### src/rtl/pc_gen_if.sv
// pc_gen_if: fetch-control requests into pc_gen and PC/RAS status back out
interface pc_gen_if #(
  parameter int ADDR_W    = 32,
  parameter int RAS_DEPTH = 4
);
  logic                       stallIn;
  logic                       flushIn;
  logic [ADDR_W-1:0]          redirectAddrIn;
  logic                       excIn;
  logic [ADDR_W-1:0]          excEpcIn;
  logic                       eretIn;
  logic                       callIn;
  logic [ADDR_W-1:0]          callRetAddrIn;
  logic                       retPredIn;
  logic [ADDR_W-1:0]          AddrOut;
  logic [ADDR_W-1:0]          EpcOut;
  logic [$clog2(RAS_DEPTH):0] RasCountOut;
  logic                       RetPredTakenOut;
  modport master (
    output stallIn, flushIn, redirectAddrIn, excIn, excEpcIn, eretIn,
           callIn, callRetAddrIn, retPredIn,
    input  AddrOut, EpcOut, RasCountOut, RetPredTakenOut
  );
  modport slave (
    input  stallIn, flushIn, redirectAddrIn, excIn, excEpcIn, eretIn,
           callIn, callRetAddrIn, retPredIn,
    output AddrOut, EpcOut, RasCountOut, RetPredTakenOut
  );
endinterface

### src/rtl/pc_gen.sv
// pc_gen: fetch PC register with exception/EPC handling and a circular return-address stack
module pc_gen #(
  parameter int                ADDR_W     = 32,
  parameter logic [ADDR_W-1:0] RESET_VEC  = '0,
  parameter logic [ADDR_W-1:0] EXC_VEC    = 32'h8000_0180,
  parameter int                INST_BYTES = 4,
  parameter int                RAS_DEPTH  = 4
) (
  input logic    clkIn,
  input logic    resetIn,
  pc_gen_if.slave bus
);
  localparam int PW = $clog2(RAS_DEPTH);
  localparam logic [ADDR_W-1:0] MASK = ~ADDR_W'(INST_BYTES - 1);
  localparam logic [PW:0] FULL = (PW + 1)'(RAS_DEPTH);
  logic [ADDR_W-1:0] pc, epc, rawPc, nextPc;
  logic [ADDR_W-1:0] ras [RAS_DEPTH];
  logic [PW-1:0]     ptr, ptrUp;
  logic [PW:0]       cnt;
  logic              retTaken, quiet, pop, push;
  // RAS only moves when nothing of higher priority claims the edge; call+ret on a non-empty stack is a replace
  always_comb begin
    quiet  = !(bus.excIn || bus.eretIn || bus.flushIn || bus.stallIn);
    pop    = quiet && bus.retPredIn && cnt != '0;
    push   = quiet && bus.callIn && !pop;
    ptrUp  = ptr + PW'(1);
    rawPc  = bus.excIn ? EXC_VEC : bus.eretIn ? epc : bus.flushIn ? bus.redirectAddrIn :
             bus.stallIn ? pc : pop ? ras[ptr] : pc + ADDR_W'(INST_BYTES);
    nextPc = rawPc & MASK;
  end
  // PC, EPC and RAS state; the stack is emptied by count only, stale entries are unreachable
  always_ff @(posedge clkIn) begin
    if (resetIn) begin
      pc       <= RESET_VEC & MASK;
      epc      <= '0;
      ptr      <= '0;
      cnt      <= '0;
      retTaken <= 1'b0;
    end else begin
      pc       <= nextPc;
      retTaken <= pop;
      if (bus.excIn) begin
        epc <= bus.excEpcIn;
        cnt <= '0;
      end else if (push) begin
        ptr        <= ptrUp;
        ras[ptrUp] <= bus.callRetAddrIn;
        cnt        <= cnt == FULL ? cnt : cnt + (PW + 1)'(1);
      end else if (pop && bus.callIn) begin
        ras[ptr] <= bus.callRetAddrIn;
      end else if (pop) begin
        ptr <= ptr - PW'(1);
        cnt <= cnt - (PW + 1)'(1);
      end
    end
  end
  assign bus.AddrOut         = pc;
  assign bus.EpcOut          = epc;
  assign bus.RasCountOut     = cnt;
  assign bus.RetPredTakenOut = retTaken;
endmodule

### src/flat_wrapper.sv
// flat-port wrapper written by rule: the top's interface ports become plain ports
module pc_gen_flat 
#(
  parameter int                ADDR_W     = 32,
  parameter logic [ADDR_W-1:0] RESET_VEC  = '0,
  parameter logic [ADDR_W-1:0] EXC_VEC    = 32'h8000_0180,
  parameter int                INST_BYTES = 4,
  parameter int                RAS_DEPTH  = 4
)
  (clkIn, resetIn, bus_stallIn, bus_flushIn, bus_redirectAddrIn, bus_excIn, bus_excEpcIn, bus_eretIn, bus_callIn, bus_callRetAddrIn, bus_retPredIn, bus_AddrOut, bus_EpcOut, bus_RasCountOut, bus_RetPredTakenOut);
  pc_gen_if #(.ADDR_W(ADDR_W), .RAS_DEPTH(RAS_DEPTH)) bus_i ();
  input logic clkIn;
  input logic resetIn;
  input wire logic [$bits(bus_i.stallIn)-1:0] bus_stallIn;
  input wire logic [$bits(bus_i.flushIn)-1:0] bus_flushIn;
  input wire logic [$bits(bus_i.redirectAddrIn)-1:0] bus_redirectAddrIn;
  input wire logic [$bits(bus_i.excIn)-1:0] bus_excIn;
  input wire logic [$bits(bus_i.excEpcIn)-1:0] bus_excEpcIn;
  input wire logic [$bits(bus_i.eretIn)-1:0] bus_eretIn;
  input wire logic [$bits(bus_i.callIn)-1:0] bus_callIn;
  input wire logic [$bits(bus_i.callRetAddrIn)-1:0] bus_callRetAddrIn;
  input wire logic [$bits(bus_i.retPredIn)-1:0] bus_retPredIn;
  output wire logic [$bits(bus_i.AddrOut)-1:0] bus_AddrOut;
  output wire logic [$bits(bus_i.EpcOut)-1:0] bus_EpcOut;
  output wire logic [$bits(bus_i.RasCountOut)-1:0] bus_RasCountOut;
  output wire logic [$bits(bus_i.RetPredTakenOut)-1:0] bus_RetPredTakenOut;
  assign bus_i.stallIn = bus_stallIn;
  assign bus_i.flushIn = bus_flushIn;
  assign bus_i.redirectAddrIn = bus_redirectAddrIn;
  assign bus_i.excIn = bus_excIn;
  assign bus_i.excEpcIn = bus_excEpcIn;
  assign bus_i.eretIn = bus_eretIn;
  assign bus_i.callIn = bus_callIn;
  assign bus_i.callRetAddrIn = bus_callRetAddrIn;
  assign bus_i.retPredIn = bus_retPredIn;
  assign bus_AddrOut = bus_i.AddrOut;
  assign bus_EpcOut = bus_i.EpcOut;
  assign bus_RasCountOut = bus_i.RasCountOut;
  assign bus_RetPredTakenOut = bus_i.RetPredTakenOut;
  pc_gen #(.ADDR_W(ADDR_W), .RESET_VEC(RESET_VEC), .EXC_VEC(EXC_VEC), .INST_BYTES(INST_BYTES), .RAS_DEPTH(RAS_DEPTH)) u_core (.clkIn(clkIn), .resetIn(resetIn), .bus(bus_i));
endmodule
### config.mk
export PLATFORM = sky130hd
export DESIGN_NAME = pc_gen_flat
export DESIGN_NICKNAME = d
export VERILOG_FILES = /design/src/rtl/pc_gen_if.sv /design/src/rtl/pc_gen.sv /design/src/flat_wrapper.sv
export SDC_FILE = /design/constraint.sdc
export NUM_CORES = 1
export LEC_CHECK = 0
export ABC_CLOCK_PERIOD_IN_PS = 7300
export BUFFER_PORTS_ARGS = -buffer_cell sky130_fd_sc_hd__buf_2
export CAP_MARGIN = 20
export CORE_MARGIN = 2
export CORE_UTILIZATION = 33
export CTS_CLUSTER_DIAMETER = 60
export DETAILED_ROUTE_END_ITERATION = 6
export PLACE_DENSITY_LB_ADDON = 0.25
export SYNTH_ARGS = -nofsm -noshare
export SYNTH_HDL_FRONTEND = slang
export SYNTH_SLANG_ARGS = --single-unit
### constraint.sdc
create_clock -name clkIn -period 7.3 [get_ports clkIn]
set_clock_uncertainty 0.05 [all_clocks]
set_input_delay 1.46 -clock clkIn [delete_from_list [all_inputs] [get_ports clkIn]]
set_output_delay 1.46 -clock clkIn [all_outputs]
set_load 0.01 [all_outputs]
==> summary.txt, run 1 <==
Synthesis
  • Synth unique cells: 56
  • Synth Warn #: 0
  • Top FF cell, synth: edfxtp_1
  • Post-synthesis sequential area ratio: 59.25%
  • Syn_area_per_cell: 12.39 um2
  • Synth Instances: 682
  • Post-synth EDFFs: 120
  • Synth Register Bits: 190
  • Post-Syn Area: 8447 um2
  • Async SR Flop Fraction: 0%

Layout
  • Filler cell count in the final layout: 2,439
  • Util after Layout: 40.80%
  • Synth-to-Final Area Change: 21.63%
  • Most common cell after layout, fill and taps aside: buf_2
  • Layout Nets: 940
  • Layout cells sized above 1: 31.05%
  • Most frequent cells in the layout: 165 x buf_2, 120 x edfxtp_1, 68 x dfxtp_1
  • Final instance area: 10,270 um2
  • Finished Layout Cells: 1,179

Placement
  • DP HPWL: 16,670 um
  • DP Cell Count: 1,145
  • Routability cong.: 0.8111
  • DP Worst Slack: 2.681 ns
  • Port bufs: 165
  • Post-placement cell area: 9622 um2

Drt
  • Starting DRT DRC Count: 455
  • Vias per Instance: 5.224
  • ANT nets after route: 0
  • Routed WL per cell: 20.79 um
  • Drc violations: 0
  • DR pass1 iterations: 5
  • Final wirelength: 24,510 um
  • Vias: 6,159

Power
  • Flop pwr share: 49.7%
  • Clk pwr share: 43.0%
  • Worst IR drop on VDD: 0.0001509 V
  • NetSw: 561.7 uW
  • Internal power: 1.818 mW
  • PD cells: 231.6 nW/um2
  • Combinational power share: 7.3%
  • Overall Power: 2.380 mW
  • Switching part of the total: 23.61%
  • Leak: 3.710 nW

Worst setup path
  • R2R depth: 5
  • RR Endpoint: u_core.ras[1][27]
  • CP Max Fanout: 43
  • Critical R2R Launch: u_core.bus.RasCountOut[1]
  • Worst reg-to-reg setup slack: 4.78 ns
  • Data arrival, critical path: 4.15 ns
  • Worst endpoint required time: 7.33 ns
  • Startpoint Class: primary input
  • Setup crit end kind: flip-flop
  • Critical path class: in -> reg
  • Critical path startpoint: bus_excIn

Timing
  • Hold Fails Final Rpt: 0
  • Setup TNS: 0 ns
  • Rel. slew slack: 41.27%
  • F_max: 0.2426 GHz
  • Final worst path period share: 56.46%
  • Min Hold Slack: 0.4383 ns
  • RSZ-0062 raised after global routing: false
  • Final setup viols: 0
  • Slew @ Worst Pin: 0.8810 ns
  • Max-slew violations: 0
  • Final setup margin: 3.179 ns
  • Minimum clock period: 4.121 ns

Clock tree
  • Root Driver: clkbuf_16
  • Hold Buf Count CTS: 0
  • Insertion delay to the later sink of the worst-skew pair: 0.44 ns
  • CTS Buf Count: 17
  • Post-CTS Setup Inserts: 0
  • H-tree levels: 4
  • CTS tree: built
  • Num Clock Sinks: 190
  • CTS max path bufs: 2
  • Worst-path clk slew: 0.07 ns
  • Post-cts sizing count: 0

Min path
  • Hold wc startpoint: u_core.bus.EpcOut[1]
  • Worst min path class: reg -> reg
  • Cells on Worst Hold Path: 2
  • Hold Path End: u_core.bus.EpcOut[1]

Die
  • Core box area: 25,180 um2
  • Top-level I/O count: 172
  • DIE AREA: 26,890 um2
  • Initial core utilization: 33.54%
  • Row count: 58
  • Chip width: 164.0 um
  • Die height: 164.0 um

GRT
  • Initial antenna violation count: 3
  • Vias in the first global route: 5,801
  • First-pass GRT wire length: 35,880 um
  • Largest net degree at the start of global routing: 54
  • Total congestion overflow: 0
  • Tot GR Track Use: 18.27%

Outcome
  • Status: complete, no violations

Flow run
  • Max_cap viols: 0
power groups by stage:
stage          registers [mW]  clock network (mW)  logic, mW
2_1_floorplan            1.21                   0     0.0853
6_report                 1.18                1.02      0.175
5_1_grt                  1.18                1.08      0.191
4_1_cts                  1.18                1.04      0.175
3_3_place_gp             1.21                   0      0.174
3_5_place_dp             1.21                   0      0.174
worst max-delay path: stages:
cell and delay, ns:
buf_2 0.10, buf_4 0.32, nor4_1 0.68, nand3_1 0.34, nor4_2 0.68, buf_4 0.53
routing by layer:
metal | track usage (%) | wire (um) | part of all wire, % | vias to the layer above
met3 | 4.091 | 1730 | 7.1 | 32
met2 | 28.13 | 11090 | 45 | 255
met5 | 0 | 7 | 0.029 | -
met1 | 25.88 | 11150 | 45 | 2942
li1 | - | - | - | 2928
met4 | 5.303 | 531 | 2.2 | 2
worst max-delay path by stage:
stage                              endpoint  cells past startpoint
after floorplan           u_core.ras[3][10]                      5
after global placement    u_core.ras[1][27]                      6
after detailed placement  u_core.ras[1][27]                      6
after CTS                 u_core.ras[1][16]                      6
after global routing      u_core.ras[1][16]                      6
final                     u_core.ras[1][27]                      6
cells in the mapped netlist, drive strengths merged, types with 2 or more instances:
| cell type | instances | area share, % |
|---|---|---|
| edfxtp | 120 | 43 |
| dfxtp | 70 | 17 |
| nor2 | 63 | 2.8 |
| a21oi | 41 | 2.4 |
| nand2 | 36 | 1.6 |
| mux2i | 35 | 4.1 |
| clkbuf | 33 | 1.5 |
| mux4 | 30 | 8.0 |
| o21ai | 28 | 1.7 |
| nor3 | 23 | 1.4 |
| nand3 | 21 | 1.2 |
| xnor2 | 20 | 2.1 |
| buf | 15 | 0.93 |
| inv | 12 | 0.53 |
| nor4 | 12 | 0.96 |
| o21a | 12 | 1.1 |
| a211oi | 9 | 0.80 |
| o221ai | 9 | 0.93 |
| a31oi | 8 | 0.59 |
| o211ai | 7 | 0.62 |
| o31ai | 7 | 0.62 |
| or3 | 7 | 0.52 |
| or4 | 7 | 0.67 |
| nand4 | 6 | 0.59 |
| nand2b | 5 | 0.37 |
| o221a | 5 | 0.67 |
| and3 | 4 | 0.30 |
| and4 | 4 | 0.41 |
| o22ai | 4 | 0.30 |
| o311ai | 4 | 0.41 |
| or2 | 3 | 0.22 |
| a21o | 2 | 0.18 |
| a22oi | 2 | 0.18 |
| and2 | 2 | 0.15 |
| mux2 | 2 | 0.27 |
layout make-up:
cell class	count	area [um2]	area share, %
multi-input combinational	433	3218	31.32
timing repair buffer	180	938.4	9.134
clock inverter	15	221.5	2.156
sequential	190	5007	48.74
inverter	12	45.04	0.4384
antenna	2	5.005	0.04872
clock buffer	17	425.4	4.141
tap	330	412.9	4.019
state kept, by name, summed over array words and instances (netlist names), named ones only:
register / cells
u_core.bus.EpcOut: 32
u_core.bus.AddrOut: 30
u_core.bus.RasCountOut: 3
u_core.ras: 120
u_core.ptr: 2
u_core.bus.RetPredTakenOut: 1
cell families after synthesis:
logic type,after synthesis,share of synthesized area (%)
xor+xnor,21,2.177
buf+inv,60,2.933
flops,190,59.25
other cells,1,0.04440
fa+ha+maj,2,0.3851
mux,67,12.41
compound gates,146,11.42
simple gates,195,11.38
Power figures use the tool's default switching activity.
==> inputs of run 2 (changes only) <==
ABC_CLOCK_PERIOD_IN_PS = 4100   (was 7300)
clock period = 4.1 ns   (was 7.3 ns; I/O delays follow)
==> run 2 against run 1 <==
Net effect: global-route usage grew 0.22 points; flip-flop and latch count unchanged; sequential power is 79% higher; total power increased by 65%; design area shrank 0.66%; wire length is 0.30% lower; via count up 0.57%; combinational power is 77% higher; critical path depth is 1 lower; final cell count grew 0.34%; utilization shrank 0.27 points.
==> summary.txt, run 2 (synthesis results as in run 1) <==
Flow run
  • Max_cap viols: 0 (unchanged)

Clock tree
  • Worst-path clk slew: 0.07 ns (about the same)
  • CTS tree: built
  • Hold Buf Count CTS: 0 (unchanged)
  • Post-cts sizing count: 0 (unchanged)
  • Post-CTS Setup Inserts: 0 (unchanged)
  • Insertion delay to the later sink of the worst-skew pair: 0.43 ns (about the same)
  • CTS Buf Count: 17 (unchanged)
  • Num Clock Sinks: 190 (unchanged)
  • Root Driver: clkbuf_16
  • CTS max path bufs: 2 (unchanged)
  • H-tree levels: 4 (unchanged)

Worst setup path
  • Setup crit end kind: flip-flop
  • RR Endpoint: u_core.bus.AddrOut[22]
  • Worst endpoint required time: 4.14 ns (-3.19 ns)
  • Critical R2R Launch: u_core.bus.AddrOut[5]
  • Critical path class: in -> reg
  • Startpoint Class: primary input
  • CP Max Fanout: 26 (-40%)
  • Worst reg-to-reg setup slack: 1.59 ns (-3.19 ns)
  • Data arrival, critical path: 2.64 ns (-1.51 ns)
  • R2R depth: 5 (unchanged)

Layout
  • Most common cell after layout, fill and taps aside: buf_2
  • Most frequent cells in the layout: 165 x buf_2, 120 x edfxtp_1, 69 x dfxtp_1
  • Layout Nets: 947 (+0.74%)
  • Layout cells sized above 1: 31.18% (+0.13 points)
  • ANT cells: 0 (-2)
  • Synth-to-Final Area Change: 20.83%
  • Filler cell count in the final layout: 2,391 (-2.0%)
  • Finished Layout Cells: 1,183 (+0.34%)
  • Largest reg by FF count: u_core.ras
  • Max reg flops: 120 (unchanged)

GRT
  • Total congestion overflow: 0 (unchanged)
  • Tot GR Track Use: 18.48% (+0.22 points)
  • Largest net degree at the start of global routing: 31 (-43%)
  • Initial antenna violation count: 1 (-2)
  • Vias in the first global route: 5,913 (+1.9%)
  • First-pass GRT wire length: 36,450 um (+1.6%)

Drt
  • Met3 Wirelength: 1627 um (-6.0%)
  • Starting DRT DRC Count: 457 (+0.44%)
  • Routed WL per cell: 20.66 um (-0.63%)
  • Top sig layer: met5
  • ANT nets after route: 0 (unchanged)
  • Drc violations: 0 (unchanged)
  • Vias per Instance: 5.236 (+0.23%)
  • Met1 wire length: 10,960 um (-1.7%)
  • Final wirelength: 24,440 um (-0.30%)
  • DR pass1 iterations: 5 (unchanged)
  • WL met2: 11,520 um (+3.8%)
  • Vias: 6,194 (+0.57%)

Placement
  • DP Cell Count: 1,152 (+0.61%)
  • DP HPWL: 17,390 um (+4.3%)
  • Port bufs: 165 (unchanged)
  • Routability cong.: 0.8004 (-1.3%)

Die
  • Core box area: 25,180 um2 (unchanged)
  • Die height: 164.0 um (unchanged)
  • Chip width: 164.0 um (unchanged)
  • Row count: 58 (unchanged)
  • Top-level I/O count: 172 (unchanged)
  • DIE AREA: 26,890 um2 (unchanged)
  • Initial core utilization: 33.54% (unchanged)

Timing
  • Minimum clock period: 2.599 ns
  • Max-slew violations: 0 (unchanged)
  • Final worst path period share: 63.40%
  • Min Hold Slack: 0.4363 ns (-0.001950 ns)
  • Final setup viols: 0 (unchanged)
  • Rel. slew slack: 33.50% (-7.8 points)
  • F_max: 0.3847 GHz
  • Hold Fails Final Rpt: 0 (unchanged)
  • RSZ-0062 raised after global routing: false
  • Slew @ Worst Pin: 0.9961 ns (+0.1151 ns)

Power
  • PD cells: 384.4 nW/um2 (+66%)
  • Overall Power: 3.923 mW (+65%)
  • Worst IR drop on VDD: 0.0001959 V (+30%)
  • Leak: 3.675 nW (-0.94%)

Min path
  • Hold wc startpoint: u_core.bus.EpcOut[9]
  • Worst min path class: reg -> reg
  • Hold Path End: u_core.bus.AddrOut[9]
  • Cells on Worst Hold Path: 2 (unchanged)

Outcome
  • Status: complete, no violations
-- run 2: cell types whose count changed in the layout (fill, tap and decap cells not counted) --
cell        before  now
buf_4           15   21
bufinv_16        4    0
clkinvlp_4       0    4
inv_8            4    0
clkbuf_1         0    3
clkinv_4         3    0
clkinv_2         0    2
diode_2          2    0
inv_6            3    5
buf_12           0    1
clkinv_1         1    0
dfxtp_1         68   69
dfxtp_2          2    1
-- run 2: per-stage QoR --
stage	util [%]	setup slack, ns	setup TNS, ns	cell area (um2)
2_1_floorplan	-	-1.090	-65.37	8451
3_3_place_gp	38.46	1.115	0	9686
3_5_place_dp	38.46	1.045	0	9686
4_1_cts	40.53	1.509	0	10210
5_1_grt	40.53	1.377	0	10210
6_report	40.53	1.501	0	10210
-- run 2: final cells by class --
| cell class | count | area [um2] | area share [%] |
|---|---|---|---|
| Inverter | 12 | 45.04 | 0.4413 |
| Sequential cell | 190 | 5006 | 49.05 |
| Clock inverter | 11 | 83.83 | 0.8214 |
| Clock buffer | 20 | 436.7 | 4.279 |
| Timing Repair Buffer | 187 | 1003 | 9.832 |
| Tap cell | 330 | 412.9 | 4.046 |
| Multi-Input combinational cell | 433 | 3218 | 31.53 |
-- run 2: metal layers --
metal / vias to the layer above / global-route usage [%]
met5: - / 0
met4: 2 / 4.705
met3: 17 / 4.722
met2: 234 / 29.95
met1: 3005 / 24.82
li1: 2936 / -
-- run 2: power by group --
part / switching, mW / total (mW) / internal, mW
registers: 0.0450 / 2.11 / 2.06
clock network: 0.726 / 1.51 / 0.779
logic: 0.178 / 0.310 / 0.132
-- run 2: worst max-delay path: stages --
cell     delay, ns
buf_2         0.27
nor4_1        0.44
nand3_1       0.29
nor4_2        0.34
buf_4         0.45
-- run 2: worst max-delay path by stage --
stage	start	to	cells after the start
after floorplan	bus_excIn	u_core.ras[3][10]	5
after global placement	bus_stallIn	u_core.ras[3][27]	5
after detailed placement	bus_stallIn	u_core.ras[3][27]	5
after CTS	bus_stallIn	u_core.ras[3][25]	5
after global routing	bus_flushIn	u_core.ras[1][12]	5
final	bus_stallIn	u_core.ras[1][19]	5
